### config.mk
export PLATFORM = sky130hd
export DESIGN_NAME = adder_reg_flat
export DESIGN_NICKNAME = d
export VERILOG_FILES = /design/src/rtl/adder_reg_if.sv /design/src/rtl/adder_reg.sv /design/src/flat_wrapper.sv
export SDC_FILE = /design/constraint.sdc
export NUM_CORES = 1
export LEC_CHECK = 0
export ABC_AREA = 1
export CAP_MARGIN = 10
export CORE_MARGIN = 1
export CORE_UTILIZATION = 54
export DETAILED_ROUTE_END_ITERATION = 10
export GPL_ROUTABILITY_DRIVEN = 0
export PLACE_DENSITY = 0.93
export SETUP_SLACK_MARGIN = 0.2
export SYNTH_ARGS = -nofsm -noshare
export SYNTH_HDL_FRONTEND = slang
export SYNTH_SLANG_ARGS = --single-unit
### constraint.sdc
create_clock -name clk -period 1.59 [get_ports clk]
set_input_delay 0.159 -clock clk [delete_from_list [all_inputs] [get_ports clk]]
set_output_delay 0.159 -clock clk [all_outputs]
set_load 0.1 [all_outputs]
### src/rtl/adder_reg_if.sv
// Operand/result bundle for the registered adder.
// The producer of operands drives through master; the adder itself sits on slave.
interface adder_reg_if #(
  parameter int n = 32
) ();
  logic         in_valid;
  logic [n-1:0] A;
  logic [n-1:0] B;
  logic         cin;
  logic [n-1:0] Y;
  logic         cout;
  logic         ovf;
  logic         zero;
  logic         out_valid;

  modport master (
    output in_valid, A, B, cin,
    input  Y, cout, ovf, zero, out_valid
  );

  modport slave (
    input  in_valid, A, B, cin,
    output Y, cout, ovf, zero, out_valid
  );
endinterface

### src/rtl/adder_reg.sv
// Registered n-bit adder with carry, signed-overflow and zero flags, 1-cycle latency.
// The carry network is a Kogge-Stone prefix tree so depth grows as log2(n).
module adder_reg #(
  parameter int n = 32
) (
  input logic        clk,
  input logic        rst_n,
  adder_reg_if.slave bus
);
  localparam int levels = $clog2(n);

  logic [n-1:0] sum_s;
  logic         cout_s;
  logic         ovf_s;
  logic         zero_s;

  logic [n-1:0] y_r;
  logic         cout_r;
  logic         ovf_r;
  logic         zero_r;
  logic         valid_r;

  // Prefix carry tree: cin is folded into bit 0's generate, so gen_v[i] ends as carry out of bit i.
  always_comb begin
    logic [n-1:0] half_v;
    logic [n-1:0] gen_v;
    logic [n-1:0] prop_v;
    logic [n-1:0] gen_nx_v;
    logic [n-1:0] prop_nx_v;
    logic [n-1:0] carry_v;
    half_v    = bus.A ^ bus.B;
    gen_v     = bus.A & bus.B;
    gen_v[0]  = gen_v[0] | (half_v[0] & bus.cin);
    prop_v    = half_v;
    gen_nx_v  = gen_v;
    prop_nx_v = prop_v;
    for (int l = 0; l < levels; l++) begin
      gen_nx_v  = gen_v;
      prop_nx_v = prop_v;
      for (int i = (1 << l); i < n; i++) begin
        gen_nx_v[i]  = gen_v[i] | (prop_v[i] & gen_v[i - (1 << l)]);
        prop_nx_v[i] = prop_v[i] & prop_v[i - (1 << l)];
      end
      gen_v  = gen_nx_v;
      prop_v = prop_nx_v;
    end
    carry_v = {gen_v[n-2:0], bus.cin};
    sum_s   = half_v ^ carry_v;
    cout_s  = gen_v[n-1];
    ovf_s   = (bus.A[n-1] == bus.B[n-1]) && (sum_s[n-1] != bus.A[n-1]);
    zero_s  = (sum_s == {n{1'b0}});
  end

  // Result capture: flags hold through idle cycles, out_valid tracks in_valid.
  always_ff @(posedge clk or negedge rst_n) begin
    if (!rst_n) begin
      y_r     <= {n{1'b0}};
      cout_r  <= 1'b0;
      ovf_r   <= 1'b0;
      zero_r  <= 1'b0;
      valid_r <= 1'b0;
    end else begin
      valid_r <= bus.in_valid;
      if (bus.in_valid) begin
        y_r    <= sum_s;
        cout_r <= cout_s;
        ovf_r  <= ovf_s;
        zero_r <= zero_s;
      end else begin
        y_r    <= y_r;
        cout_r <= cout_r;
        ovf_r  <= ovf_r;
        zero_r <= zero_r;
      end
    end
  end

  assign bus.Y         = y_r;
  assign bus.cout      = cout_r;
  assign bus.ovf       = ovf_r;
  assign bus.zero      = zero_r;
  assign bus.out_valid = valid_r;
endmodule

### src/flat_wrapper.sv
// flat-port wrapper written by rule: the top's interface ports become plain ports
module adder_reg_flat 
#(
  parameter int n = 32
)
  (clk, rst_n, bus_in_valid, bus_A, bus_B, bus_cin, bus_Y, bus_cout, bus_ovf, bus_zero, bus_out_valid);
  adder_reg_if #(.n(n)) bus_i ();
  input logic clk;
  input logic rst_n;
  input wire logic [$bits(bus_i.in_valid)-1:0] bus_in_valid;
  input wire logic [$bits(bus_i.A)-1:0] bus_A;
  input wire logic [$bits(bus_i.B)-1:0] bus_B;
  input wire logic [$bits(bus_i.cin)-1:0] bus_cin;
  output wire logic [$bits(bus_i.Y)-1:0] bus_Y;
  output wire logic [$bits(bus_i.cout)-1:0] bus_cout;
  output wire logic [$bits(bus_i.ovf)-1:0] bus_ovf;
  output wire logic [$bits(bus_i.zero)-1:0] bus_zero;
  output wire logic [$bits(bus_i.out_valid)-1:0] bus_out_valid;
  assign bus_i.in_valid = bus_in_valid;
  assign bus_i.A = bus_A;
  assign bus_i.B = bus_B;
  assign bus_i.cin = bus_cin;
  assign bus_Y = bus_i.Y;
  assign bus_cout = bus_i.cout;
  assign bus_ovf = bus_i.ovf;
  assign bus_zero = bus_i.zero;
  assign bus_out_valid = bus_i.out_valid;
  adder_reg #(.n(n)) u_core (.clk(clk), .rst_n(rst_n), .bus(bus_i));
endmodule
==> results.yml, run 1 <==
run_status:
  status: "did not finish"
  failed_stage: "4_1_cts"
  error: "[ERROR DPL-0038] Utilization greater than 100%, impossible to legalize"
yosys:
  synth_compound_area_share_pct: 7.92
  synth-simple-area-share_pct: 42.7
  synth_seq_area_share_pct: 23.2
  syn_inst: 671
  syn_nets: 772
  ys_warn_count: 0
  synthXorXnorAreaFrac_pct: 2.25
  syn_area_sq_mm: 0.00388
  synthMuxAreaShare_pct: 0
  synth_cell_types: 28
  synthAdderAreaFrac_pct: 11.0
  synth_top_family_by_area: "simple AND/OR/NAND/NOR gates"
  avgSynthCellArea_sq_um: 5.79
  ys_seq_elements: 36
clock_network:
  clock-sinks: 36
  ctsResizeCount: 364
  cts_setup_buffers: 30
  clock_path_buffers: 2
  htree_num_levels: 2
  ctsHoldBuffers: 0
  root_buffer: "clkbuf_8"
  cts_made_buffers: 5
die:
  die_w_microns: 86.8
  initial_core_util_pct: 56.6
  pin_count: 104
  row_count: 30
  die_h_microns: 86.8
placement:
  dp_hpwl_microns: 13600
  portBuffers: 103
[per-stage QoR]
stage | setup WS (ns) | area, sq um | std cells
3_3_place_gp | -1.10 | 6210 | 958
2_1_floorplan | -0.401 | 4020 | 671
3_5_place_dp | -1.37 | 6210 | 958
[synth_stat cells (all sizes together)]
library cell,instances,area share (%)
nand2,278,28
inv,125,12
nor2,75,7.7
nand3,37,5.0
dfrtp,36,23
ha,31,10
a21oi,19,2.4
o21ai,18,2.3
a31oi,16,2.6
nand4,6,0.97
clkbuf,5,0.48
xnor2,5,1.1
xor2,5,1.1
nand3b,4,0.77
buf,2,0.39
fa,2,1.0
and2,1,0.16
nor3,1,0.13
nor3b,1,0.19
o21a,1,0.19
o21bai,1,0.19
o31ai,1,0.19
or2,1,0.16
[logic make-up after synthesis]
group	count (synthesis)
simple gates	404
compound gates	56
buf+inv	132
flops	36
xor+xnor	10
fa+ha+maj	33
==> run 2, diff against run 1 <==
--- a/config.mk
+++ b/config.mk
@@ -8,11 +8,10 @@
 export ABC_AREA = 1
 export CAP_MARGIN = 10
 export CORE_MARGIN = 1
-export CORE_UTILIZATION = 54
+export CORE_UTILIZATION = 40
 export DETAILED_ROUTE_END_ITERATION = 10
 export GPL_ROUTABILITY_DRIVEN = 0
-export PLACE_DENSITY = 0.93
-export SETUP_SLACK_MARGIN = 0.2
+export PLACE_DENSITY_LB_ADDON = 0.15
 export SYNTH_ARGS = -nofsm -noshare
 export SYNTH_HDL_FRONTEND = slang
 export SYNTH_SLANG_ARGS = --single-unit
==> results.yml, run 2 <==
timing:
  fin_crit_ns: 2.02
  drv_slew: 0
  setup_viol: 20
  finalCritPeriodShare_pct: 127
  rsz0062_at_grt: "yes"
  fmax_mhz: 496
  setup_ws_ns: -0.425
  worst_slew_pin_slew_ns: 0.455
  hold_violations: 0
  clock_skew_ns: 0
  relSlewSlack_pct: 69.7
global_route:
  grt_pass1_wl_microns: 22600
  grt_usage_pct: 28.0
  use_met3_pct: 2.70
  grt_pass1_vias: 5023
  grtUsageMet2_pct: 49.2
  antenna_found_initial: 0
  use_met1_pct: 35.3
  grt_max_degree: 39
  grt-ovfl-total: 0
  top_usage_layer: "met2"
detailed_routing:
  wl_per_cell_microns: 17.0
  via_per_inst: 5.54
  ant_nets: 0
  route.detailed.drc: 0
  drtIter0Drc: 405
  drt_wl_total_microns: 17500
  dr_total_vias: 5685
  dr.pass1.iters: 7
yosys:
  synth-edff-count: 0
  ys_top_cells_by_area: "nand2_1 (26%), dfrtp_1 (23%), inv_1 (12%), ha_1 (10%), nor2_1 (6.8%)"
  syn_nets: 772
  synth_common_cells: "nand2_1 (267), inv_1 (125), nor2_1 (70)"
  yosysTopAreaCell: "nand2_1"
  syn_inst: 671
  synth_seq_area_share_pct: 23.2
  ys_warn_count: 0
  avgSynthCellArea_sq_um: 5.79
  ys_dominant_reg_cell: "dfrtp_1"
  syn_area_sq_mm: 0.00388
  ys_seq_elements: 36
  synth_top_area_share_pct: 25.8
  synth.most_common_cell: "nand2_1"
  async_reset_ff_share_pct: 100
  synth_cell_types: 28
pwr:
  p_leak_nw: 3.98
  comb_power_share_pct: 70.7
  peakVddDrop_mv: 0.502
  switching_power_w: 0.00310
  internal-power_w: 0.00312
  powerDensity_mw_per_mm2: 815
  p_sw_share_pct: 49.8
  seqPwrFrac_pct: 20.0
  clkPwrFrac_pct: 9.4
die:
  die_h_microns: 101
  pin_count: 104
  initial_core_util_pct: 41.6
  die_w_microns: 101
  row_count: 35
  core_area_sq_mm: 0.00933
  dieArea_sq_mm: 0.0101
finish:
  final_layout_size_suffix_gt1_share_pct: 50.2
  utilization_pct: 81.8
  n_antenna_cell: 0
  nets: 1001
  multiInputGateArea_sq_mm: 0.00379
  syn2layout_area_growth_pct: 96.4
  nFillCells: 495
  largest_reg_flops: 32
  final_cell_mix: "nand2_1 (150), buf_4 (108), inv_1 (107)"
  mostFrequentLayoutCell: "nand2_1"
  seq_area_sq_um: 901
placement:
  dp_slack_ns: -1.19
  portBuffers: 103
  dp_hpwl_microns: 10200
run_status:
  violations: "negative setup slack"
  status: "finished, violations left"
clock_network:
  htree_num_levels: 2
  cts_made_buffers: 5
  root_buffer: "clkbuf_8"
  clock_path_buffers: 2
  ctsHoldBuffers: 0
  clkLatencyLatePin_ns: 0.28
  clkSlewWorstSetupHoldPaths_ns: 0.07
  cts_tree: "built"
  clock-sinks: 36
critical_path:
  cp-start-kind: "primary input"
  r2r_cells: 2
  cp-end-kind: "register"
  required_ns: 1.82
  path_class: "primary input to register"
  path_max_fanout: 2
  arrival_ns: 2.24
hold_path:
  hp-class: "primary input to async pin"
flow_run:
  max_cap_viol_count: 0
==> run 2: cell counts after synthesis <==
No cell type changed its count.
==> run 2: what timing repair did <==
| action | in CTS | in global routing |
|---|---|---|
| gates resized for setup | 204 | 267 |
| setup endpoints to repair | 34 | 26 |
| setup buffers | 9 | 18 |
| pin swaps | 76 | 96 |
==> run 2: kinds of logic after synthesis <==
logic type	count (synthesis)	share of synthesized area, %
compound gates	56	7.92
xor+xnor	10	2.25
fa+ha+maj	33	11.0
buf+inv	132	12.9
flops	36	23.2
simple gates	404	42.7
==> run 2: layout make-up <==
cell class	instances	area share (%)
Clock buffer	5	0.902
Sequential cell	36	11.8
Timing Repair Buffer	229	29.2
Inverter	125	6.28
Multi-Input combinational cell	503	49.7
Tap cell	129	2.12
==> run 2: final timing paths <==
check                                  from                to  slack [ns]
hold / removal                        rst_n   u_core.bus.Y[7]        0.30
setup reg to reg           u_core.bus.Y[28]  u_core.bus.Y[28]        0.81
hold reg to reg            u_core.bus.Y[13]  u_core.bus.Y[13]        0.54
min in group clk                   bus_B[0]   u_core.bus.Y[0]        0.35
max in group asynchronous             rst_n   u_core.bus.cout        0.96
setup / recovery                   bus_A[0]   u_core.bus.zero       -0.43
==> run 2: per-layer routing <==
layer	routed length, microns	up-vias
li1	-	2510
met1	6570	2661
met2	8570	395
met3	1320	119
met4	1040	0
met5	0	-
==> run 2: critical path: stages <==
cell	delay, ns
buf_8	0.08
inv_8	0.03
fa_2	0.37
inv_2	0.07
fa_2	0.41
or2_1	0.23
nor3b_2	0.15
nand2_1	0.09
nor2_2	0.12
nand2_1	0.05
nor2_1	0.12
nand3_1	0.11
nor2_2	0.11
nand3_1	0.07
nand2_1	0.07
==> run 2: per-stage QoR <==
stage	instances	setup TNS, ns	hold slack [ns]	area, sq um	total power, W
after global placement	996	-23.95	0.529	6170	0.00473
after global routing	1027	-3.80	0.352	7630	0.00647
after CTS	1010	-0.802	0.319	6920	0.00563
after floorplan	671	-1.00	-0.137	3900	0.00318
after detailed placement	996	-25.77	0.535	6170	0.00478
final	1027	-2.13	0.298	7630	0.00622
==> run 2: power groups by stage <==
stage	clock network, W	logic (W)	registers [W]
after floorplan	0	0.000912	0.00227
after global placement	0	0.00347	0.00125
after detailed placement	0	0.00352	0.00126
after CTS	0.000589	0.00380	0.00124
after global routing	0.000634	0.00457	0.00126
final	0.000582	0.00440	0.00124
Power figures use the tool's default switching activity.
==> run 3, diff against run 2 <==
--- a/config.mk
+++ b/config.mk
@@ -6,12 +6,12 @@
 export NUM_CORES = 1
 export LEC_CHECK = 0
 export ABC_AREA = 1
-export CAP_MARGIN = 10
 export CORE_MARGIN = 1
 export CORE_UTILIZATION = 40
 export DETAILED_ROUTE_END_ITERATION = 10
 export GPL_ROUTABILITY_DRIVEN = 0
 export PLACE_DENSITY_LB_ADDON = 0.15
+export SETUP_SLACK_MARGIN = 0.15
 export SYNTH_ARGS = -nofsm -noshare
 export SYNTH_HDL_FRONTEND = slang
 export SYNTH_SLANG_ARGS = --single-unit
==> results.yml, run 3 (synthesis gave the netlist of run 2 again) <==
run_status:
  status: "finished, violations left"
  violations: "negative setup slack"
die:
  core_area_sq_mm: 0.00933
  initial_core_util_pct: 41.6
  die_h_microns: 101
  row_count: 35
  die_w_microns: 101
  dieArea_sq_mm: 0.0101
  pin_count: 104
clock_network:
  clkLatencyLatePin_ns: 0.28
  clock_path_buffers: 2
  clock-sinks: 36
  ctsHoldBuffers: 0
  cts_tree: "built"
  cts_made_buffers: 5
  root_buffer: "clkbuf_8"
  htree_num_levels: 2
  clkSlewWorstSetupHoldPaths_ns: 0.07
finish:
  n_antenna_cell: 0
  final_layout_size_suffix_gt1_share_pct: 39.3
  fin_cells: 1028
  final_cell_mix: "nand2_1 (212), inv_1 (115), buf_4 (110)"
  nets: 1000
  utilization_pct: 79.4
  multiInputGateArea_sq_mm: 0.00348
  nFillCells: 605
  syn2layout_area_growth_pct: 90.7
  mostFrequentLayoutCell: "nand2_1"
  seq_area_sq_um: 901
  largest_reg_flops: 32
timing:
  hold_violations: 0
  rsz0062_at_grt: "yes"
  fmax_mhz: 506
  fin_crit_ns: 1.98
  setup_ws_ns: -0.386
  worst_slew_pin_slew_ns: 0.447
  relSlewSlack_pct: 70.2
  finalCritPeriodShare_pct: 124
  clock_skew_ns: 0
  final.setup.tns_ns: -4.14
  drv_slew: 0
  setup_viol: 26
detailed_routing:
  ant_nets: 0
  drtIter0Drc: 451
  route.detailed.drc: 0
  dr_total_vias: 5444
  dr.pass1.iters: 5
  via_per_inst: 5.30
  drt_wl_total_microns: 16200
  wl_per_cell_microns: 15.7
global_route:
  grt_pass1_vias: 5183
  grt_pass1_wl_microns: 24000
  grt-ovfl-total: 0
  antenna_found_initial: 0
  grt_usage_pct: 29.6
  grt_max_degree: 39
critical_path:
  reg2reg_to: "u_core.bus.Y[15]"
  cp_top_family: "simple AND/OR/NAND/NOR gates"
  path_max_fanout: 4
  crit_chain: "buf_2, inv_2, fa_2, inv_2, fa_1, nand3_1, nand3_2, nand2_1, nand2_2, nand2_1, nand2_1, nand2_1, nand2_1, nor2_1, nand3_1, nor2_2, nand3_1, nand2_1"
  slowest_delay_ns: 0.42
  arrival_ns: 2.21
  critPathSlowestCell: "fa_1"
  r2r_start: "u_core.bus.Y[15]"
  r2r_slack_ns: 0.78
  required_ns: 1.82
  cp-end-kind: "register"
  cp-start-kind: "primary input"
  crit_path_frequent_cell: "nand2_1"
  cp_num_buf_inv: 3
  r2r_cells: 2
  path_class: "primary input to register"
placement:
  dp_cells: 1002
  portBuffers: 103
  dp_hpwl_microns: 10400
flow_run:
  max_cap_viol_count: 0
pwr:
  powerDensity_mw_per_mm2: 833
  peakVddDrop_mv: 0.545
  p_leak_nw: 3.88
hold_path:
  hp-class: "primary input to async pin"
run 3: per-layer routing:
metal  vias up  global-route usage [%]  routed length (microns)
li1       2521                       -                        -
met1      2471                    38.2                     6180
met2       354                    51.7                     7730
met3        98                    2.29                     1320
met4         0                    11.4                      918
met5         -                       0                        0
run 3: power by group:
part	switching (W)	internal [W]
combinational	0.00250	0.00174
clock	0.000313	0.000386
sequential	0.000173	0.00107
total	0.00298	0.00319
run 3: per-stage QoR:
step	worst slack, ns	cell area [sq um]	hold WS [ns]	power, W
after floorplan	-0.401	4020	-0.137	0.00321
after detailed placement	-1.19	6340	0.536	0.00485
after global placement	-1.16	6340	0.530	0.00479
after global routing	-0.589	7410	0.329	0.00645
after CTS	-0.400	7110	0.299	0.00587
final	-0.386	7410	0.286	0.00617
run 3: how the worst max path moves through the flow:
stage                                  to     start  slack [ns]  cells past startpoint
after floorplan           u_core.bus.zero  bus_A[0]       -0.40                     14
after global placement    u_core.bus.zero  bus_A[0]       -1.16                     15
after detailed placement  u_core.bus.zero  bus_A[0]       -1.19                     15
after CTS                 u_core.bus.zero  bus_A[0]       -0.40                     15
after global routing      u_core.bus.zero   bus_cin       -0.59                     18
final                     u_core.bus.zero   bus_cin       -0.39                     18
run 3: timing repair:
| item | 4_1_cts | 5_1_grt |
|---|---|---|
| pin swaps | 67 | 35 |
| resized for setup | 274 | 56 |
| buffers inserted | 14 | 5 |
| endpoints found under the setup margin | 34 | 32 |
run 3: worst register-to-register path, stage by stage (launching register included):
cell,delay (ns)
dfrtp_1,0.41
nor2_1,0.22
a31oi_4,0.05
run 3: cell type report:
class                      instances  share of cell area [%]
multi-input combinational        503                    47.0
timing repair buffer             228                    30.9
sequential                        36                    12.2
inverter                         125                    6.47
tap                              129                    2.18
clock buffer                       7                    1.30
==> run 4, diff against run 3 <==
--- a/config.mk
+++ b/config.mk
@@ -6,10 +6,9 @@
 export NUM_CORES = 1
 export LEC_CHECK = 0
 export ABC_AREA = 1
-export CORE_MARGIN = 1
+export CORE_MARGIN = 10
 export CORE_UTILIZATION = 40
 export DETAILED_ROUTE_END_ITERATION = 10
-export GPL_ROUTABILITY_DRIVEN = 0
 export PLACE_DENSITY_LB_ADDON = 0.15
 export SETUP_SLACK_MARGIN = 0.15
 export SYNTH_ARGS = -nofsm -noshare
==> results.yml, run 4 (synthesis gave the netlist of run 2 again) <==
clock_network:
  clkLatencyLatePin_ns: 0.29
  htree_num_levels: 2
  cts_made_buffers: 5
  clkSlewWorstSetupHoldPaths_ns: 0.08
  clock-sinks: 36
  clock_path_buffers: 2
  cts_tree: "built"
  root_buffer: "clkbuf_8"
detailed_routing:
  wl_per_cell_microns: 17.5
  drt_wl_total_microns: 18100
  route.detailed.drc: 0
  drtIter0Drc: 423
  dr_total_vias: 5291
  ant_nets: 0
  via_per_inst: 5.13
  dr.pass1.iters: 5
critical_path:
  path_max_fanout: 2
  crit_chain: "buf_8, inv_8, fa_2, inv_2, fa_2, or2_4, nor3b_2, nand2_1, nor2_1, nand2_1, nor2_1, nand3_1, nor2_1, nand3_1, nand2_1"
  r2r_cells: 2
  path_depth: 15
  r2r_slack_ns: 0.76
  reg2reg_to: "u_core.bus.Y[14]"
  arrival_ns: 2.16
  path_class: "primary input to register"
  slowest_delay_ns: 0.42
  cp_num_buf_inv: 3
  critPathSlowestCell: "fa_2"
  cp-end-kind: "register"
  cp_top_family: "simple AND/OR/NAND/NOR gates"
  required_ns: 1.82
  cp-start-kind: "primary input"
  r2r_start: "u_core.bus.Y[14]"
global_route:
  grt-ovfl-total: 0
  grt_pass1_vias: 5313
  grt_max_degree: 39
  grt_usage_pct: 22.4
  grt_pass1_wl_microns: 26300
  antenna_found_initial: 0
finish:
  final_layout_size_suffix_gt1_share_pct: 51.2
  syn2layout_area_growth_pct: 103
  n_antenna_cell: 0
  fin_area_sq_mm: 0.00787
  fin_cells: 1031
  mostFrequentLayoutCell: "nand2_1"
  largest_reg_flops: 32
  final_cell_mix: "nand2_1 (145), buf_4 (110), inv_1 (104)"
  utilization_pct: 84.4
  nets: 1002
pwr:
  powerDensity_mw_per_mm2: 810
  peakVddDrop_mv: 0.559
  finalPower_w: 0.00638
  p_leak_nw: 4.00
placement:
  dp_cells: 997
  place_area_sq_mm: 0.00630
  portBuffers: 103
  dp_hpwl_microns: 12200
  routabilityCongestion: 0.873
timing:
  drv_slew: 0
  rsz0062_at_grt: "yes"
  setup_ws_ns: -0.339
  fin_crit_ns: 1.93
  fmax_mhz: 518
  relSlewSlack_pct: 68.2
  worst_slew_pin_slew_ns: 0.477
  setup_viol: 13
  finalCritPeriodShare_pct: 121
  clock_skew_ns: 0
  hold_violations: 0
die:
  row_count: 35
  die_w_microns: 119
  pin_count: 104
  die_h_microns: 119
  initial_core_util_pct: 41.6
  dieArea_sq_mm: 0.0141
  core_area_sq_mm: 0.00933
hold_path:
  hp-class: "primary input to async pin"
flow_run:
  max_cap_viol_count: 0
run_status:
  status: "finished, violations left"
  violations: "negative setup slack"
==> run 4: changes by cell type in the layout (fill, tap and decap cells not counted), moves of 11 or more <==
cell	delta
nand2_1	-67
nand2_2	+53
nand2_4	+15
nor2_1	-14
nand3_2	+12
nor2_4	+12
clkdlybuf4s15_1	+11
inv_1	-11
inv_2	+11
==> run 4: worst max-delay path by stage <==
stage | slack [ns] | start | end
4_1_cts | -0.39 | bus_A[0] | u_core.bus.zero
6_report | -0.34 | bus_A[0] | u_core.bus.zero
2_1_floorplan | -0.40 | bus_A[0] | u_core.bus.zero
3_3_place_gp | -1.16 | bus_A[0] | u_core.bus.zero
5_1_grt | -0.47 | bus_A[0] | u_core.bus.zero
3_5_place_dp | -1.16 | bus_A[0] | u_core.bus.zero
==> run 4: area by class of cell <==
cell class,instances,area (sq um)
Sequential cell,36,901
Timing Repair Buffer,230,2320
Fill cell,560,1460
Tap cell,129,161
Clock inverter,3,18.8
Inverter,125,479
Multi-Input combinational cell,503,3920
Clock buffer,5,68.8
==> run 4: repair_timing <==
item                                    CTS  global route
resized for setup                       304           158
pin swaps                                97            91
hold buffers                              0             0
buffers inserted                         15            11
endpoints found under the setup margin   34            30
==> run 4: per-stage QoR <==
stage                     hold slack (ns)  setup TNS, ns  worst slack [ns]
after detailed placement            0.538         -25.42             -1.16
after CTS                           0.313          -1.04            -0.392
after global placement              0.527         -23.77             -1.16
after global routing                0.331          -2.89            -0.466
final                               0.298          -1.44            -0.339
after floorplan                    -0.137         -0.995            -0.401
==> run 4: layer usage <==
| layer | vias up | GRT usage [%] | wire length [microns] |
|---|---|---|---|
| met5 | - | 0 | 0 |
| met4 | 0 | 7.48 | 648 |
| met2 | 219 | 39.3 | 9130 |
| met3 | 51 | 3.38 | 1110 |
| met1 | 2502 | 27.1 | 7180 |
| li1 | 2519 | - | - |
==> run 4: report_power, final <==
group	total [W]	internal [W]	leakage, nW	switching, W
Sequential	0.00124	0.00107	0.425	0.000179
Clock	0.000655	0.000305	0.0479	0.000350
Combinational	0.00448	0.00183	3.53	0.00265
